==> src/rtl/imem_loader_pkg.sv <==
// Shared types and sizing for the boot-time instruction-memory loader.
package imem_loader_pkg;
  localparam int XLEN             = 32;
  localparam int ADDR_WIDTH       = 9;
  localparam int MEM_SIZE         = 2**ADDR_WIDTH;
  localparam int LOADER_LEN_WIDTH = 16;

  typedef logic [XLEN-1:0] word_t;

  typedef logic [2:0] loader_state_e;
  localparam loader_state_e ST_IDLE    = 3'd0;
  localparam loader_state_e ST_HDR_LO  = 3'd1;
  localparam loader_state_e ST_HDR_HI  = 3'd2;
  localparam loader_state_e ST_PAYLOAD = 3'd3;
  localparam loader_state_e ST_CHECK   = 3'd4;
  localparam loader_state_e ST_DONE    = 3'd5;
  localparam loader_state_e ST_ERROR   = 3'd6;

  // States in which the loader owns the byte stream.
  function automatic logic state_busy(input loader_state_e s);
    return s inside {ST_HDR_LO, ST_HDR_HI, ST_PAYLOAD, ST_CHECK};
  endfunction
endpackage

==> src/rtl/imem_loader_if.sv <==
// Byte-stream handshake plus instruction-memory write port.
interface imem_loader_if;
  import imem_loader_pkg::*;

  logic                  byte_valid;
  logic [7:0]            byte_data;
  logic                  byte_ready;
  logic                  mem_we;
  logic [ADDR_WIDTH-1:0] mem_addr;
  word_t                 mem_wdata;

  modport master (
    output byte_valid, byte_data,
    input  byte_ready, mem_we, mem_addr, mem_wdata
  );

  modport slave (
    input  byte_valid, byte_data,
    output byte_ready, mem_we, mem_addr, mem_wdata
  );
endinterface

==> src/rtl/imem_loader_byte_word_packer.sv <==
// Packs accepted bytes little-endian into words; flags the 4th byte of each word.
module byte_word_packer
  import imem_loader_pkg::*;
(
  input  logic       clk,
  input  logic       rst_n,
  input  logic       clr,
  input  logic       byte_en,
  input  logic [7:0] byte_data,
  output logic       word_valid,
  output word_t      word
);
  logic [1:0]  lane;
  logic [23:0] shreg;

  // Earlier bytes shift down so the first byte lands in bits 7:0.
  assign word_valid = byte_en && (lane == 2'd3);
  assign word       = {byte_data, shreg};

  always_ff @(posedge clk or negedge rst_n) begin
    if (!rst_n) begin
      lane  <= '0;
      shreg <= '0;
    end else if (clr) begin
      lane  <= '0;
    end else if (byte_en) begin
      lane  <= lane + 2'd1;
      shreg <= {byte_data, shreg[23:8]};
    end
  end
endmodule

==> src/rtl/imem_loader.sv <==
// Loads a length-prefixed, checksummed byte stream into instruction memory
// and releases the core from reset only after a clean load.
module imem_loader
  import imem_loader_pkg::*;
#(
  parameter int XLEN       = 32,
  parameter int ADDR_WIDTH = 9
) (
  input  logic       clk,
  input  logic       rst_n,
  input  logic       start,
  imem_loader_if.slave bus,
  output logic       core_rst_n,
  output logic       busy,
  output logic       done,
  output logic       err
);
  localparam int MEM_WORDS = 2**ADDR_WIDTH;
  localparam int CW        = ADDR_WIDTH + 1;
  localparam int LW        = LOADER_LEN_WIDTH;

  loader_state_e   state;
  logic [LW-1:0]   len;
  logic [CW-1:0]   word_cnt;
  logic [7:0]      csum;
  logic            accept;
  logic            launch;
  logic            word_valid;
  logic [XLEN-1:0] word;
  logic [LW-1:0]   hdr;

  assign busy           = state_busy(state);
  assign bus.byte_ready = busy;
  assign accept         = bus.byte_valid && busy;
  assign launch         = start && (state == ST_IDLE || state == ST_DONE || state == ST_ERROR);
  assign hdr            = {bus.byte_data, len[7:0]};

  byte_word_packer u_packer (
    .clk        (clk),
    .rst_n      (rst_n),
    .clr        (launch),
    .byte_en    (accept && (state == ST_PAYLOAD)),
    .byte_data  (bus.byte_data),
    .word_valid (word_valid),
    .word       (word)
  );

  always_ff @(posedge clk or negedge rst_n) begin
    if (!rst_n) begin
      state         <= ST_IDLE;
      len           <= '0;
      word_cnt      <= '0;
      csum          <= '0;
      bus.mem_we    <= 1'b0;
      bus.mem_addr  <= '0;
      bus.mem_wdata <= '0;
      done          <= 1'b0;
      err           <= 1'b0;
      core_rst_n    <= 1'b0;
    end else begin
      bus.mem_we <= 1'b0;
      if (launch) begin
        state      <= ST_HDR_LO;
        word_cnt   <= '0;
        csum       <= '0;
        done       <= 1'b0;
        err        <= 1'b0;
        core_rst_n <= 1'b0;
      end else if (accept) begin
        case (state)
          ST_HDR_LO: begin
            len[7:0] <= bus.byte_data;
            state    <= ST_HDR_HI;
          end
          ST_HDR_HI: begin
            // Full 16-bit compare: N == MEM_WORDS is the largest legal load.
            if (hdr == '0 || hdr > LW'(MEM_WORDS)) begin
              state <= ST_ERROR;
              err   <= 1'b1;
            end else begin
              len   <= hdr;
              state <= ST_PAYLOAD;
            end
          end
          ST_PAYLOAD: begin
            csum <= csum + bus.byte_data;
            if (word_valid) begin
              bus.mem_we    <= 1'b1;
              bus.mem_addr  <= word_cnt[ADDR_WIDTH-1:0];
              bus.mem_wdata <= word;
              word_cnt      <= word_cnt + CW'(1);
              if (LW'(word_cnt) + LW'(1) == len)
                state <= ST_CHECK;
            end
          end
          ST_CHECK: begin
            if (bus.byte_data == csum) begin
              state      <= ST_DONE;
              done       <= 1'b1;
              core_rst_n <= 1'b1;
            end else begin
              state <= ST_ERROR;
              err   <= 1'b1;
            end
          end
          default: ;
        endcase
      end
    end
  end
endmodule

==> src/flat_wrapper.sv <==
// flat-port wrapper written by rule: the top's interface ports become plain ports
module imem_loader_flat import imem_loader_pkg::*;
#(
  parameter int XLEN       = 32,
  parameter int ADDR_WIDTH = 9
)
  (clk, rst_n, start, core_rst_n, busy, done, err, bus_byte_valid, bus_byte_data, bus_byte_ready, bus_mem_we, bus_mem_addr, bus_mem_wdata);
  imem_loader_if bus_i ();
  input  logic clk;
  input  logic rst_n;
  input  logic start;
  output logic core_rst_n;
  output logic busy;
  output logic done;
  output logic err;
  input wire logic [$bits(bus_i.byte_valid)-1:0] bus_byte_valid;
  input wire logic [$bits(bus_i.byte_data)-1:0] bus_byte_data;
  output wire logic [$bits(bus_i.byte_ready)-1:0] bus_byte_ready;
  output wire logic [$bits(bus_i.mem_we)-1:0] bus_mem_we;
  output wire logic [$bits(bus_i.mem_addr)-1:0] bus_mem_addr;
  output wire logic [$bits(bus_i.mem_wdata)-1:0] bus_mem_wdata;
  assign bus_i.byte_valid = bus_byte_valid;
  assign bus_i.byte_data = bus_byte_data;
  assign bus_byte_ready = bus_i.byte_ready;
  assign bus_mem_we = bus_i.mem_we;
  assign bus_mem_addr = bus_i.mem_addr;
  assign bus_mem_wdata = bus_i.mem_wdata;
  imem_loader #(.XLEN(XLEN), .ADDR_WIDTH(ADDR_WIDTH)) u_core (.clk(clk), .rst_n(rst_n), .start(start), .bus(bus_i), .core_rst_n(core_rst_n), .busy(busy), .done(done), .err(err));
endmodule
==> config.mk <==
export PLATFORM = sky130hd
export DESIGN_NAME = imem_loader_flat
export DESIGN_NICKNAME = d
export VERILOG_FILES = /design/src/rtl/imem_loader_pkg.sv /design/src/rtl/imem_loader_if.sv /design/src/rtl/imem_loader_byte_word_packer.sv /design/src/rtl/imem_loader.sv /design/src/flat_wrapper.sv
export SDC_FILE = /design/constraint.sdc
export NUM_CORES = 1
export LEC_CHECK = 0
export BUFFER_PORTS_ARGS = -buffer_cell sky130_fd_sc_hd__buf_4
export CAP_MARGIN = 20
export CORE_MARGIN = 2
export CORE_UTILIZATION = 55
export CTS_BUF_LIST = sky130_fd_sc_hd__clkbuf_8
export CTS_CLUSTER_DIAMETER = 50
export DETAILED_ROUTE_END_ITERATION = 8
export PLACE_DENSITY = 0.77
export SETUP_SLACK_MARGIN = 0.15
export SKIP_CTS_REPAIR_TIMING = 1
export SLEW_MARGIN = 5
export SYNTH_ARGS = -nofsm -noshare
export SYNTH_HDL_FRONTEND = slang
export SYNTH_HIERARCHICAL = 1
export SYNTH_SLANG_ARGS = --single-unit
==> constraint.sdc <==
create_clock -name clk -period 3.1 [get_ports clk]
set_input_delay 0.62 -clock clk [delete_from_list [all_inputs] [get_ports clk]]
set_output_delay 0.62 -clock clk [all_outputs]
set_load 0.1 [all_outputs]
== Word level (Yosys, flattened, before mapping) ==
Cells that the tools add are included.

* Bits in registers: 107
* Latch bits: 0
* Bits in writable memories: 0
* Memory bits (read-only): 0
* Memories: 0

* Add/subtract/negate cells: 4
* Multiply operators: 0
* Div/mod/pow operators: 0
* $lt $le $gt $ge: 1
* Equality and inequality tests: 13
* Shift-type cells: 0
* Mux-type cells: 30
* Bitwise logic cells: 3
* Reductions and logical operators: 27

{| class="wikitable"
|+ Operators by type and width
! kind !! count
|-
| 10-bit 2-to-1 mux || 4
|-
| 8-bit 2-to-1 mux || 3
|-
| 4-bit AND reduction || 5
|-
| 16-bit == test || 1
|-
| 16-bit by 10-bit greater-than comparator with 1-bit output, second input constant || 1
|-
| 16-bit logical NOT || 1
|-
| 8-bit case mux with 2 select lines || 1
|-
| 3-bit 2-to-1 mux || 5
|-
| 1-bit 2-to-1 mux || 12
|-
| 3-bit by 2-bit inequality test with 1-bit output, second input constant || 4
|-
| 3-bit case mux with 4 select lines || 1
|-
| 2-bit nonzero test || 6
|-
| 10-bit by 1-bit adder with 11-bit output, second input constant || 1
|-
| 10-bit by 1-bit adder with 10-bit output, second input constant || 1
|-
| 3-bit == test, second input constant || 3
|-
| 8-bit adder || 1
|-
| 8-bit == test || 1
|-
| 3-bit by 2-bit == test with 1-bit output, second input constant || 2
|-
| 2-bit 2-to-1 mux || 3
|-
| 3-bit AND reduction || 2
|-
| 5-bit nonzero test || 1
|-
| 1-bit logical AND || 4
|-
| 2-bit AND reduction || 2
|-
| 4-bit nonzero test || 1
|-
| 8 further kinds || 12
|}

== Depth between registers and ports, before layout ==
* Word-level depth: 9
* Gate-level depth with buffers: 10
* Gate-level depth less buffers: 9

== By module ==
The synthesis kept the hierarchy.

{| class="wikitable"
|+ By module, submodules not included
! module !! times used !! cells an instance !! area each (um^2) !! sequential area each (um^2)
|-
| imem_loader || 1 || 420 || 4023.9 || 2026.9
|-
| byte_word_packer || 1 || 68 || 1167.4 || 650.6
|}

== Worst setup path before layout ==
No wires, ideal clock.

* Path type: reg2out
* From: register u_core.state[0]
* To: output port busy
* Data arrival time: 2.813 ns
* Required time: 2.480 ns
* Setup slack: -0.333 ns
* Cell stages (with the launch flop): 5
* Cell sequence: dfrtp_1 > buf_2 > nor2_1 > xnor2_1 > buf_4

* Cells in the longest elaborated chain, start to end: 2

{| class="wikitable"
|+ RTL lines
! what !! RTL line !! RTL
|-
| from (decl) || imem_loader.sv:22 || <nowiki>loader_state_e state;</nowiki>
|-
| from (signal assigned) || imem_loader.sv:50 || <nowiki>state <= ST_IDLE;</nowiki>
|-
| from (signal assigned) || imem_loader.sv:63 || <nowiki>state <= ST_HDR_LO;</nowiki>
|-
| from (signal assigned) || imem_loader.sv:73 || <nowiki>state <= ST_HDR_HI;</nowiki>
|-
| 3-bit by 1-bit == test with 1-bit output (tied with other cells) || imem_loader_pkg.sv:21 || <nowiki>return s inside {ST_HDR_LO, ST_HDR_HI, ST_PAYLOAD, ST_CHECK};</nowiki>
|-
| 4-bit nonzero test * || imem_loader_pkg.sv:21 ||
|-
| to (decl) || flat_wrapper.sv:13 || <nowiki>output logic busy;</nowiki>
|}

Every way passes the cells marked *; elsewhere a longest branch is shown, timed or not.

== Final worst setup path ==
* From: register u_core.state[2]
* To: register u_core.u_packer.shreg[13]

* Cells in the longest elaborated chain, start to end: 6

{| class="wikitable"
|+ RTL lines
! what !! RTL line !! RTL
|-
| parallel branches: the longest is 5 deep, another holds 4-bit nonzero test || -- ||
|-
| 2-bit AND reduction (no source line) * || -- ||
|-
| to (signal assigned) || imem_loader_byte_word_packer.sv:28 || <nowiki>shreg <= {byte_data, shreg[23:8]};</nowiki>
|-
| to (decl) || imem_loader_byte_word_packer.sv:14 || <nowiki>logic [23:0] shreg;</nowiki>
|}

Mark *: on every way between the ends.
A chain may end at the register's enable or synchronous reset.

==> run metrics <==
run status finished clean; EDFF count, synth 0; Ant. Diodes 0; CP Class reg2reg; CTS tree yes; HPWL Detailed 7620 um; Distinct cells, synth 71; RSZ-0062 raised after global routing no; synth warn 6; number of global-route vias before repair 3667; CP max FO 24; row count 35; layout cell share with drive strength beyond 1 25.8%; gpl congestion 0.892; slowest CP cell nor2b_4; Residual DRC 0; MaxCap Viol Count 0; Synth Area in Adders 2.55%; largest family of logic cells by synthesized area simple AND/OR/NAND/NOR gates; GR Overflow Total 0; gr usage total 22.3%; Root Buffer clkbuf_8; FF+latch count, synth 107; max_slew headroom 37.3%; Die W 101 um; startpoint types register; total number of vias 3673; Worst EP required 3380 ps; Synth Area in Compound Gates 8.77%; Clock Pin Slew Worst Setup and Hold Paths 120 ps; cell family with most CP delay simple AND/OR/NAND/NOR gates; Initial Util 56.4%; reg2reg setup slack 440 ps; I/O pin cnt 59; mapped cell area 0.00519 sq mm; chip height 101 um; Buffers & Inverters on Critical Path 1; crit path time final 2660 ps; Slew @ Worst Pin 938 ps; Mapped Avg Cell Area 10.6 sq um; FF-to-FF Start u_core/state[2]; Worst EP arrival 2930 ps; largest net degree at the start of global routing 60; DRT Pass-1 Iters 4; net count after synthesis 510; I/O Buffers 58; critical-path cell list and2b_1 -> nand3_1 -> inv_1 -> nor2b_4 -> mux2_2; fmax 376 MHz; synth-to-layout area growth 12.2%; register area share after synthesis 51.6%; Hold Fails Final Rpt 0; clk_lat worst skew 380 ps; CTS buffer count 9; xor and xnor area share after synthesis 3.54%; Nets 556; Main synth FF type dfrtp_1; post-synthesis mux area share 10.7%; routed vias/inst 5.65; Final setup viols 0; Final Util 63.3%; reg2reg end u_core/u_packer/shreg[13]; die area 0.0102 sq mm; Final WS setup 442 ps; period utilization 85.7%; Mapped Cells 488; H-Tree Depth 3; final wirelength 10800 um; core area 0.00920 sq mm; crit-path max cell delay 830 ps; worst slack at placement 469 ps; max-slew violations 0; clk sinks 107; Reg2Reg Depth 5; CTS max path bufs 2; simple-gate share of the synthesized area 18.1%; first-pass GRT wire length 18000 um; Hold Path Class in2async; FFs w/ async S/R, synth 100%; drt wl/cell 16.5 um; DRT iter0 DRCs 225; ANT nets after route 0; worst clock skew 16.8 ps; initial antenna violation count 0; Crit. End Element register; setup total negative slack 0 ps
[flip-flops by register name, indices dropped and copies added, names as in the netlist]
register	count
u_core/u_packer/lane	2
u_core/bus.mem_addr	9
u_core/done	1
u_core/csum	8
u_core/u_packer/shreg	24
u_core/state	3
u_core/len	16
u_core/bus.mem_we	1
u_core/err	1
u_core/word_cnt	10
u_core/bus.mem_wdata	32
[cells in the mapped netlist, types with 2 or more instances]
cell	instances	area (sq um)
nand2_1	126	473
dfrtp_1	107	2680
nor2_1	21	78.8
mux2_4	20	300
mux2_2	19	214
o21ai_0	18	90.1
xnor2_1	14	123
buf_4	13	97.6
buf_2	9	45.0
ha_1	9	113
and2_1	8	50.1
a21oi_1	7	35.0
inv_1	7	26.3
nor3_1	7	35.0
o22ai_1	7	43.8
xor2_1	7	61.3
nand3_1	6	30.0
nor4_1	5	31.3
o21bai_1	5	37.5
a31oi_1	3	18.8
clkbuf_1	3	11.3
mux2i_1	3	30.0
nand4_1	3	18.8
nor2b_1	3	18.8
o21ai_1	3	15.0
a211oi_1	2	15.0
a21o_1	2	15.0
and2_2	2	15.0
buf_12	2	40.0
nand2_2	2	12.5
nand2b_1	2	12.5
nand3b_1	2	15.0
o2111ai_1	2	17.5
o31ai_1	2	15.0
[routing by layer]
metal	vias to the layer above	wire [um]	GRT usage [%]
met4	0	179	9.04
met5	-	0	0
li1	1754	-	-
met2	100	5080	35.7
met1	1803	5070	31.2
met3	16	421	2.83
[cell usage in the layout, fill, tap and decap left out, types with 5 or more instances in the layout]
cell,synthesis,routed
mux2_2,19,19
xor2_1,7,7
dfrtp_1,107,107
mux2_4,20,20
ha_1,9,9
o21ai_0,18,18
buf_4,13,65
clkbuf_8,0,9
o21bai_1,5,5
o22ai_1,7,7
nand2_1,126,126
xnor2_1,14,13
and2_1,8,8
nor2_1,21,21
nor3_1,7,7
inv_1,7,7
nor4_1,5,5
a21oi_1,7,7
nand3_1,6,6
[worst max-delay path by stage]
stage	from	to	slack, ps	cells after the start
6_report	u_core/state[2]	u_core/u_packer/shreg[13]	440	5
5_1_grt	u_core/state[2]	u_core/u_packer/shreg[13]	290	5
4_1_cts	u_core/state[2]	u_core/u_packer/shreg[13]	460	5
3_5_place_dp	bus_byte_data[1]	u_core/csum[7]	470	8
3_3_place_gp	bus_byte_data[1]	u_core/csum[7]	530	8
2_1_floorplan	u_core/state[0]	busy	420	4
[layout make-up]
type                       instances  area (sq um)
inverter                           8          30.0
fill                             702          3370
multi-input combinational        343          2280
timing repair buffer              65           488
tap                              111           139
clock inverter                     7          88.8
sequential                       107          2680
clock buffer                       9           124
[per-stage QoR]
| step | instances | cell area, sq um | hold slack (ps) |
|---|---|---|---|
| final | 650 | 5820 | 293 |
| after global routing | 650 | 5820 | 347 |
| after CTS | 650 | 5820 | 318 |
| after detailed placement | 634 | 5610 | 464 |
| after global placement | 634 | 5610 | 461 |
| after floorplan | 488 | 5200 | 324 |
[kinds of logic after synthesis]
family | after synthesis
flip-flops | 107
AO/OA/AOI/OAI | 68
AND/OR/NAND/NOR | 201
multiplexers | 43
adder cells (fa/ha/maj) | 10
XOR/XNOR | 21
buffers and inverters | 38
Power is not shown: default switching activity piles up to over one toggle a cycle in this logic, so the estimate is an artifact.
